`src/rtl/uart_imem_loader.sv`:
```
// Packs the UART byte stream into NBYTES-wide instruction-memory writes and stops
// after END_COUNT consecutive END_WORD words; also handles timeout, BREAK and overflow.
module uart_imem_loader #(
  parameter int NBYTES = 4,
  parameter int ADDR_W = 8,
  parameter int DEPTH = 256,
  parameter logic [8*NBYTES-1:0] END_WORD = '1,
  parameter int END_COUNT = 2,
  parameter int TIMEOUT = 65535
) (
  input  logic                  clk,
  input  logic                  rst,
  input  logic                  load_en,
  input  logic                  rx_valid,
  input  logic [7:0]            rx_data,
  input  logic                  rx_break,
  output logic                  mem_we,
  output logic [ADDR_W-1:0]     mem_addr,
  output logic [8*NBYTES-1:0]   mem_wdata,
  output logic                  busy,
  output logic                  write_done,
  output logic [ADDR_W:0]       word_count,
  output logic                  err_timeout,
  output logic                  err_overflow
);
  localparam int W = 8 * NBYTES;
  localparam int IDX_W = (NBYTES > 1) ? $clog2(NBYTES) : 1;
  localparam int TO_W = $clog2(TIMEOUT + 1);
  localparam logic [IDX_W-1:0] LAST_IDX = IDX_W'(NBYTES - 1);
  localparam logic [ADDR_W:0] DEPTH_CNT = (ADDR_W + 1)'(DEPTH);
  localparam logic [TO_W-1:0] TO_LAST = TO_W'(TIMEOUT - 1);
  localparam logic [3:0] END_CNT = 4'(END_COUNT);

  typedef enum logic [1:0] {IDLE, LOAD, DONE} state_t;

  state_t state, state_nxt;
  logic [IDX_W-1:0] byte_idx;
  logic [3:0] marker_cnt;
  logic [TO_W-1:0] to_cnt;
  logic [W-1:0] word_buf, word_full;
  logic take_byte, word_end, is_marker, final_marker, timed_out;

  // Current partial word with the incoming byte dropped into its lane.
  always_comb begin
    word_full = word_buf;
    for (int k = 0; k < NBYTES; k++)
      if (byte_idx == IDX_W'(k)) word_full[8*k +: 8] = rx_data;
  end

  assign take_byte = (state == LOAD) && load_en && rx_valid && !rx_break;
  assign word_end = take_byte && (byte_idx == LAST_IDX);
  assign is_marker = (word_full == END_WORD);
  assign final_marker = word_end && is_marker && ((marker_cnt + 4'd1) == END_CNT);
  assign timed_out = (state == LOAD) && load_en && busy && !rx_valid && !rx_break &&
                     (to_cnt == TO_LAST);

  always_ff @(posedge clk) begin
    if (rst) state <= IDLE;
    else     state <= state_nxt;
  end

  always_comb begin
    state_nxt = state;
    case (state)
      IDLE:    if (load_en) state_nxt = LOAD;
      LOAD:    if (!load_en) state_nxt = IDLE;
               else if (final_marker) state_nxt = DONE;
      DONE:    if (!load_en) state_nxt = IDLE;
      default: state_nxt = IDLE;
    endcase
  end

  always_comb begin
    write_done = (state == DONE);
    busy = (state == LOAD) && (byte_idx != '0);
  end

  always_ff @(posedge clk) begin
    if (rst) begin
      mem_we       <= 1'b0;
      mem_addr     <= '0;
      mem_wdata    <= '0;
      word_count   <= '0;
      err_timeout  <= 1'b0;
      err_overflow <= 1'b0;
      byte_idx     <= '0;
      marker_cnt   <= '0;
      to_cnt       <= '0;
      word_buf     <= '0;
    end else begin
      mem_we <= 1'b0;
      if (state == IDLE && load_en) begin
        word_count   <= '0;
        mem_addr     <= '0;
        err_timeout  <= 1'b0;
        err_overflow <= 1'b0;
        byte_idx     <= '0;
        marker_cnt   <= '0;
        to_cnt       <= '0;
      end else if (state != LOAD || !load_en) begin
        byte_idx <= '0;
        to_cnt   <= '0;
      end else if (rx_break) begin
        byte_idx   <= '0;
        marker_cnt <= '0;
        to_cnt     <= '0;
      end else if (rx_valid) begin
        to_cnt <= '0;
        if (word_end) begin
          byte_idx   <= '0;
          marker_cnt <= is_marker ? marker_cnt + 4'd1 : 4'd0;
          // A full memory drops the word but still counts markers so loading can end.
          if (word_count == DEPTH_CNT) begin
            err_overflow <= 1'b1;
          end else begin
            mem_we     <= 1'b1;
            mem_addr   <= word_count[ADDR_W-1:0];
            mem_wdata  <= word_full;
            word_count <= word_count + 1'b1;
          end
        end else begin
          byte_idx <= byte_idx + 1'b1;
          word_buf <= word_full;
        end
      end else if (timed_out) begin
        byte_idx    <= '0;
        to_cnt      <= '0;
        err_timeout <= 1'b1;
      end else if (busy) begin
        to_cnt <= to_cnt + 1'b1;
      end
    end
  end
endmodule

```
`config.mk`:
```
export PLATFORM = sky130hd
export DESIGN_NAME = uart_imem_loader
export DESIGN_NICKNAME = d
export VERILOG_FILES = /design/src/rtl/uart_imem_loader.sv
export SDC_FILE = /design/constraint.sdc
export NUM_CORES = 1
export LEC_CHECK = 0
export ABC_CLOCK_PERIOD_IN_PS = 2700
export CORE_AREA = 2 2 130 132
export DETAILED_ROUTE_END_ITERATION = 16
export DIE_AREA = 0 0 132 134
export PLACE_DENSITY_LB_ADDON = 0.25
export SLEW_MARGIN = 20
export SYNTH_ARGS = -nofsm -noshare
export SYNTH_HDL_FRONTEND = slang
export SYNTH_SLANG_ARGS = --single-unit
```
`constraint.sdc`:
```
create_clock -name clk -period 2.7 [get_ports clk]
set_input_delay 0.54 -clock clk [delete_from_list [all_inputs] [get_ports clk]]
set_output_delay 0.54 -clock clk [all_outputs]
set_load 0.005 [all_outputs]
```
==> impl_metrics.env <==
export IMPL_via_per_inst=4.84
export IMPL_cp_cell_sequence="inv_1 -> ha_1 -> nor3b_2 -> clkdlybuf4s50_1"
export IMPL_ios=67
export IMPL_skew_ps=6.85
export IMPL_synth_edff_count=0
export IMPL_coreArea_mm2=0.0163
export IMPL_synth_cell_types=43
export IMPL_place_area_mm2=0.00575
export IMPL_critPathTopFamily="buffers and inverters"
export IMPL_ys_warn_count=0
export IMPL_antenna_cells=0
export IMPL_whs_ps=459
export IMPL_finalHoldViolCount=0
export IMPL_cp_max_fo=4
export IMPL_dr_pass1_iters=4
export IMPL_grt_usage_pct=13.9
export IMPL_drive_gt1_share_pct=8.66
export IMPL_root_buffer="clkbuf_16"
export IMPL_p_leak_nw=1.89
export IMPL_required_ps=2160
export IMPL_grt_pass1_wl_mm=19.7
export IMPL_slew_headroom_pct=54.9
export IMPL_cts_resized_gates=0
export IMPL_start_util_pct=29.4
export IMPL_vias=4027
export IMPL_hold_class="flop to flop"
export IMPL_status="finished, final reports clean"
export IMPL_grt_pass1_vias=3829
export IMPL_mostFrequentLayoutCell="dfxtp_1"
export IMPL_clk_latency_ps=360
export IMPL_slew_viol_final=0
export IMPL_die_h_um=134
export IMPL_finalSetupTns_ps=0
export IMPL_finalCritPeriodShare_pct=91.0
export IMPL_final_cell_mix="dfxtp_1, nor2_1, clkdlybuf4s50_1, nand2_1, a21oi_1"
export IMPL_max_stage_delay_ps=570
export IMPL_die_width_um=132
export IMPL_avgSynthCellArea_um2=8.81
export IMPL_drtIter0Drc=256
export IMPL_final_nets=630
export IMPL_antenna_found_initial=0
export IMPL_path_class="flop to primary output"
export IMPL_numCtsBuffers=9
export IMPL_grt_max_degree=67
export IMPL_rows=47
export IMPL_synth_seq_area_share_pct=45.1
export IMPL_ant_nets=0
export IMPL_postCtsSetupBuffers=0
export IMPL_cts_sinks=108
export IMPL_max_freq_ghz=0.407
export IMPL_cap_violations=0
export IMPL_cts_tree="built"
export IMPL_rsz0062_at_grt="no"
export IMPL_clk_pin_slew_worst_paths_ps=70
export IMPL_synth_seq_cells=108
export IMPL_wl_per_cell_um=14.3
export IMPL_crit_path_start_kind="flop"
export IMPL_r2r_slack_ps=440
export IMPL_synth_nets=567
export IMPL_holdBufCountCts=0
export IMPL_cts_buffer_depth=2
export IMPL_slowest_stage="clkdlybuf4s50_1"
export IMPL_ir_worst_vdd_mv=0.293
export IMPL_worst_pin_slew_ps=676
export IMPL_numPortBuffers=66
export IMPL_period_needed_ps=2460
export IMPL_synth_area_mm2=0.00479
export IMPL_finalSetupViolations=0
export IMPL_syn_inst=544
export IMPL_gr_total_overflow=0
export IMPL_crit_arrival_ps=1920
export IMPL_stdcell_area_mm2=0.00608
export IMPL_area_delta_synth_final_pct=26.9
export IMPL_htree_levels=3
export IMPL_die_area_mm2=0.0177
export IMPL_wl_mm=11.9
export IMPL_gp_congestion=0.761
export IMPL_drc=0
export IMPL_place_hpwl_mm=8.53
export IMPL_power_density_mw_per_mm2=517
export IMPL_ys_async_sr_fraction_pct=0
export IMPL_synth_ff_type="dfxtp_1"
export IMPL_cp_end_kind="primary output"
export IMPL_crit_buf_inv=2
==> layer usage <==
layer,vias to the layer above,global-route usage [%],share of wire [%]
met4,0,6.64,2.0
met1,1893,18.3,48
met3,15,2.68,3.8
met5,-,0,0
met2,83,21.9,46
li1,2036,-,-
==> metrics by stage <==
stage / power (W) / instances / setup WS (ps) / util, %
after floorplan: 0.00169 / 544 / 719 / -
after global placement: 0.00174 / 816 / 152 / 35.3
after detailed placement: 0.00174 / 816 / 114 / 35.3
after CTS: 0.00319 / 832 / 30.1 / 37.3
after global routing: 0.00325 / 832 / 97.6 / 37.4
final: 0.00315 / 832 / 243 / 37.4
==> cell type report <==
type / instances / area, µm²
repair buffers: 90 / 861
inverters: 9 / 33.8
clock inverters: 5 / 85.1
flip-flops and latches: 108 / 2160
multi-input cells: 389 / 2420
fillers: 1617 / 10200
clock buffers: 11 / 243
well taps: 220 / 275
==> kinds of logic after synthesis <==
family                   count (synthesis)  share of synthesized area, %
multiplexers                            34                          7.10
buffers and inverters                   47                          4.44
flip-flops                             108                          45.1
AO/OA/AOI/OAI                           83                          11.6
AND/OR/NAND/NOR                        238                          24.8
adder cells (fa/ha/maj)                 10                          2.61
XOR/XNOR                                24                          4.38
==> worst register-to-register path: stages (launching register included) <==
cell and delay [ps]:
dfxtp_1 370, inv_1 100, ha_1 240, buf_4 230, and4bb_2 410, nand4b_1 110, nor4_1 240, or3_1 160
buf_4 220, nor2_1 80
==> report_power, final <==
| group | internal, W | total, W | switching, W |
|---|---|---|---|
| combinational | 0.0000389 | 0.000106 | 0.0000674 |
| clock | 0.000842 | 0.00144 | 0.000602 |
| sequential | 0.00159 | 0.00160 | 0.00000262 |
==> cells in the mapped netlist, drive strengths merged, types with 2 or more instances <==
| library cell | n | area share [%] |
|---|---|---|
| and4 | 5 | 0.91 |
| dfxtp | 108 | 45 |
| ha | 10 | 2.6 |
| nand3b | 7 | 1.1 |
| and2 | 2 | 0.26 |
| o2111ai | 2 | 0.37 |
| nor2b | 10 | 1.3 |
| xnor2 | 13 | 2.4 |
| mux2i | 34 | 7.1 |
| nor2 | 75 | 6.0 |
| nand4 | 20 | 2.6 |
| inv | 9 | 0.70 |
| or2 | 2 | 0.31 |
| nor4b | 2 | 0.63 |
| and3 | 2 | 0.26 |
| a311oi | 2 | 0.37 |
| buf | 17 | 2.1 |
| nand2b | 2 | 0.26 |
| or3 | 2 | 0.26 |
| nor3b | 4 | 0.73 |
| nand4b | 3 | 0.55 |
| nand3 | 36 | 3.8 |
| clkbuf | 21 | 1.6 |
| a21oi | 37 | 3.9 |
| a22oi | 6 | 0.94 |
| and4bb | 2 | 0.52 |
| xor2 | 11 | 2.0 |
| a211oi | 32 | 5.4 |
| nand2 | 58 | 4.5 |
| nor3 | 4 | 0.42 |
==> final timing paths <==
kind / from / cells past startpoint / end
setup reg to reg: byte_idx[0]$_SDFFE_PP0P_ / 9 / to_cnt[10]$_SDFFE_PP0N_
hold / removal: mem_addr[1]$_SDFFE_PP0P_ / 2 / mem_addr[1]$_SDFFE_PP0P_
setup / recovery: byte_idx[0]$_SDFFE_PP0P_ / 4 / busy
hold reg to reg: mem_addr[1]$_SDFFE_PP0P_ / 2 / mem_addr[1]$_SDFFE_PP0P_
==> registers in the layout (all words and copies together) (netlist names), 2 cells and up <==
register    count
word_buf       32
mem_wdata      32
marker_cnt      4
to_cnt         16
mem_addr        8
word_count      9
state           2
byte_idx        2
Note: power is estimated with default switching activity, not from simulation.
==> variant 1: new RTL, same flow settings <==
Re-encode `state_t` (3 states) as one-hot, 3 bits wide.
--- a/src/rtl/uart_imem_loader.sv
+++ b/src/rtl/uart_imem_loader.sv
@@ -33,3 +33,3 @@
 
-  typedef enum logic [1:0] {IDLE, LOAD, DONE} state_t;
+  typedef enum logic [2:0] {IDLE = 3'b001, LOAD = 3'b010, DONE = 3'b100} state_t;
 
Check against the original RTL: same outputs for any inputs over 4 cycles, from zero or initial values and one cycle with rst high; so few cycles prove little.
==> variant 1 against the unedited design <==
  * Wire length up 0.11%
  * Setup slack better by 7.4 ps
  * Total power down 4.9%
  * Register-to-register slack worse by 40 ps
  * Via count up 1.5%
  * Sequential share of layout area up 0.14 points
  * Count of clock-buffer cells in the layout down 2
  * Design area up 0.66%
  * Area after synthesis up 0.13%
  * Clock skew about the same
  * Sequential cell count up 1
  * Largest cell class unchanged
==> variant 1: results (changes against the unedited design) <==
- Result of the run: finished clean
- Number of resized instances in the post-cts repair step: 4 (+4)
* Total half-perimeter wirelength after legalization and detailed placement: 8510 um (-0.23%)
- Pin slew with the least headroom to its limit: 814 ps (+138 ps)
- The count of different cell masters after synthesis was 49 (+14%).
- Critical path fanouts, max: 6 (+2)
- The share of synthesized area occupied by flip-flops and latches was 0.455 (+0.00358).
* Power Combinational: 112 uW (+6%)
- Reg power frac: 0.539 (+0.032)
- The reg2reg setup slack was 400 ps (-40 ps).
* Number of global-route vias before repair: 3890 (+1.6%)
- Yosys attributes the largest share of cell area to dfxtp_1 (45%), nand2_1 (5.9%), mux2i_1 (5.4%).
- Post-route clock skew: 6.69 ps (-0.163 ps)
- Global-route usage over all layers: 0.138 (-0.000771)
- The commonest cells after synthesis are dfxtp_1 (109), nand2_1 (76), nor2_1 (58).
- The post-layout net count was 653 (+3.7%).
- Count of cells along the worst register-to-register path: 8 (-1)
- The total power consumption of the routed design was 2.99 mW (-4.9%).
* Crit path from: state[2]
- Pin count of the biggest net entering global routing: 71 (+6.0%)
* Capturing instance or port of the critical path: write_done
* RePlAce Congestion: 0.771 (+1.3%)
- The cell leakage power was 1.95 nW (+3.3%).
* First-pass GRT wire length: 19800 um (+0.17%)
* Post-detailed-route wirelength per cell: 14.0 um (-2.6%)
- Worst ir drop on vdd: 314 uV (+7.3%)
* Reg-to-reg critical path endpoint: to_cnt[12]
- The iteration-0 DRC count of the detailed router came to 305 (+19%).
-- variant 1: layout make-up --
class | instances | area [sq um] | share of cell area
multi-input combinational | 402 | 2420 | 0.395
sequential | 109 | 2180 | 0.357
timing repair buffer | 96 | 921 | 0.150
tap | 220 | 275 | 0.0449
clock buffer | 9 | 225 | 0.0368
clock inverter | 7 | 56.3 | 0.00919
inverter | 12 | 45.0 | 0.00735
-- variant 1: kinds of logic (layout without fill, tap and decap cells) --
kind of cell,after synthesis,count (layout),share of synthesized area
buffers and inverters,52,124,0.0427
and+or+nand+nor,247,247,0.256
muxes,26,26,0.0542
AOI/OAI and AO/OA,97,97,0.126
adders and majority gates,10,10,0.0261
DFF,109,109,0.455
xor gates and xnor gates,22,22,0.0401
-- variant 1: routing by layer --
layer / wire length [um] / vias to the layer above / GRT usage
li1: - / 2090 / -
met1: 5580 / 1905 / 0.181
met2: 5560 / 79 / 0.221
met3: 566 / 12 / 0.0265
met4: 226 / 0 / 0.0598
met5: 0 / - / 0
-- variant 1: how the worst min path moves through the flow --
stage | from | endpoint | slack (ps) | depth (start not counted)
after floorplan | word_buf[28] | word_buf[28] | 430 | 1
after global placement | word_buf[16] | word_buf[16] | 440 | 2
after detailed placement | word_buf[5] | word_buf[5] | 450 | 2
after CTS | word_buf[5] | word_buf[5] | 460 | 2
after global routing | word_buf[5] | word_buf[5] | 470 | 2
final | mem_addr[0] | mem_addr[0] | 460 | 2
-- variant 1: through the flow --
step	setup WS, ps	area (sq um)	cells	utilization
finish	250	6120	855	0.376
global route	228	6120	855	0.376
CTS	37.6	6120	855	0.376
detailed placement	163	5830	838	0.358
global placement	188	5830	838	0.358
floorplan	479	4800	563	-
-- variant 1: critical path, cell delays in order, from the launching register on --
cell and delay [ps]:
dfxtp_1 420, nor3b_1 510, clkdlybuf4s50_1 630
==> variant 2: new RTL, same settings <==
Without the edit above. Change the parameter `DEPTH` from 256 to 192.
--- a/src/rtl/uart_imem_loader.sv
+++ b/src/rtl/uart_imem_loader.sv
@@ -5,3 +5,3 @@
   parameter int ADDR_W = 8,
-  parameter int DEPTH = 256,
+  parameter int DEPTH = 192,
   parameter logic [8*NBYTES-1:0] END_WORD = '1,
Formal check against the unedited RTL: same outputs for any inputs over 4 cycles, from zero or initial values and one cycle with rst high; that may be too few to reach the edited logic, so the function may still have changed.
==> variant 2 against the unedited design <==
  * Design area is 2.0% higher
  * Clock skew is 1.0 ps lower
  * Area after synthesis down 0.31%
  * Total power down 1.8%
  * Sequential cell count is the same
  * Critical path depth is the same
  * Combinational power rose by 12%
  * Wire length up 1.7%
  * Via count down 2.5%
  * Critical path type unchanged
  * Die area did not move
  * Setup slack lost 43 ps
  * Global-route usage rose by 0.36 points
  * Synthesized cell count is 2.4% lower
==> variant 2: results (changes against the unedited design) <==
* Pin count of the biggest net entering global routing: 44 (-34%)
- Type of the worst min-delay path: reg2reg
- At the later pin of the worst-skew pair, clock insertion delay measures 350 ps.
- The first-pass GRT wire length was 20300 um (+2.9%).
- PortBufs: 66 (unchanged)
- Number of global-route vias before repair: 4053 (+5.9%)
* Synth cell types: 51 (+19%)
- The yosys synthesis warning count was 0 (unchanged).
* Dominant cells by area after synthesis: dfxtp_1 (45%), mux2i_1 (10%), nor2_1 (7.8%)
- Critical path fanouts, max: 7 (+3)
* Pin slew with the least headroom to its limit: 517 ps (-159 ps)
* Slew Limit Fails: 0 (unchanged)
- The half-perimeter wire length after detailed placement came to 9120 um (+7.0%).
- The fraction of final layout cells sized beyond drive strength 1 is 0.119 (+0.0326).
* Share of the yosys chip area belonging to registers: 0.452 (+0.00142)
- Number of H-tree branching levels: 3 (unchanged)
- Critical path's slowest cell: clkdlybuf4s50_1
* RePlAce Congestion: 0.802 (+5.4%)
- Global-route usage over all layers: 0.142 (+0.00355)
- Number of antenna violations at the first check in global routing: 0 (unchanged)
- Via-per-instance ratio: 4.67 (-3.5%)
- The antenna diode count came to 0 (unchanged).
- In this design, the stage delay of the slowest critical-path cell is 560 ps.
* Largest registers ranked by flip-flop count: mem_wdata x32, word_buf x32, to_cnt x16
- The maximum ir drop on the vdd rail was 399 uV (+37%).
* Post-route clock skew: 5.84 ps (-1.00 ps)
- The synthesized netlist net count came to 554 (-2.3%).
* Most frequent cells after synthesis: dfxtp_1 (108), nor2_1 (99), mux2i_1 (50)
- The cell leakage power is 2.25 nW (+19%).
* Clock root buffer: clkbuf_16
- The average wire per standard cell came to 14.4 um (+0.61%).
- The largest buffer count on any clock path came to 2 (unchanged).
- Fraction of synthesis flops using an asynchronous set or reset pin: 0 (unchanged)
- Clock slew at reported path FFs: 70 ps (about the same)
- Drt first pass iters: 4 (unchanged)
* Final layout net count: 639 (+1.4%)
- Number of DRC markers in iteration 0: 171 (-33%)
* Inserted Clock Buffers: 9 (unchanged)
- Result of the run: finished clean
==> variant 2: changes by cell type in the layout (fill, tap and decap cells not counted), sizes merged, moves of 10 or more <==
| cell | change |
|---|---|
| nand4 | -10 |
| nor2 | +26 |
| a21oi | -17 |
| mux2i | +16 |
| nand3 | -19 |
| buf | +20 |
| nand2 | -12 |
==> variant 2: layer usage <==
layer	global-route usage	routed length (um)	vias to the layer above
met2	0.247	6040	73
met5	0	0	-
met4	0.0537	228	0
met1	0.170	5320	1850
li1	-	-	1991
met3	0.0355	539	14
==> variant 2: final cells by class <==
cell class | instances | area, sq um
fill | 1638 | 10100
multi-input combinational | 379 | 2410
sequential | 108 | 2160
timing repair buffer | 110 | 1010
tap | 220 | 275
clock buffer | 13 | 270
clock inverter | 3 | 43.8
inverter | 8 | 30.0
==> variant 2: worst paths after layout <==
kind | from | end | slack, ps | cells after the start
hold reg to reg | mem_addr[4] | mem_addr[4] | 460 | 2
setup / recovery | byte_idx[0] | busy | 200 | 4
hold / removal | mem_addr[4] | mem_addr[4] | 460 | 2
setup reg to reg | byte_idx[1] | marker_cnt[1] | 230 | 8
==> variant 2: cell families after synthesis <==
family / after synthesis / share of synthesized area
compound gates: 69 / 0.0982
xor+xnor: 24 / 0.0440
fa+ha+maj: 10 / 0.0262
buf+inv: 44 / 0.0448
flops: 108 / 0.452
mux: 50 / 0.105
simple gates: 226 / 0.230
==> variant 2: where the power goes <==
part,total (mW),switching (mW),internal (mW),leakage (nW)
Combinational,0.119,0.0690,0.0500,1.22
Clock,1.37,0.579,0.796,0.156
Sequential,1.60,0.00239,1.59,0.870
==> variant 2: metrics by stage <==
step           utilization  area (sq um)  std cells  worst slack, ps
2_1_floorplan            -          4780        531              541
3_3_place_gp         0.361          5890        825             73.6
3_5_place_dp         0.361          5890        825             13.0
4_1_cts              0.381          6200        841             46.9
5_1_grt              0.381          6210        841             37.8
6_report             0.381          6210        841              200
==> variant 2: what timing repair did <==
action | CTS | global route
endpoints found under the setup margin | 0 | 1
gates resized for setup | 0 | 1
setup buffers | 0 | 0
==> variant 2: critical path, delay by kind of cell, from the launching register on <==
family                   cells  cell delay, ps
buffers and inverters        2             660
flip-flops                   1             370
AND/OR/NAND/NOR              1             240
adder cells (fa/ha/maj)      1             340
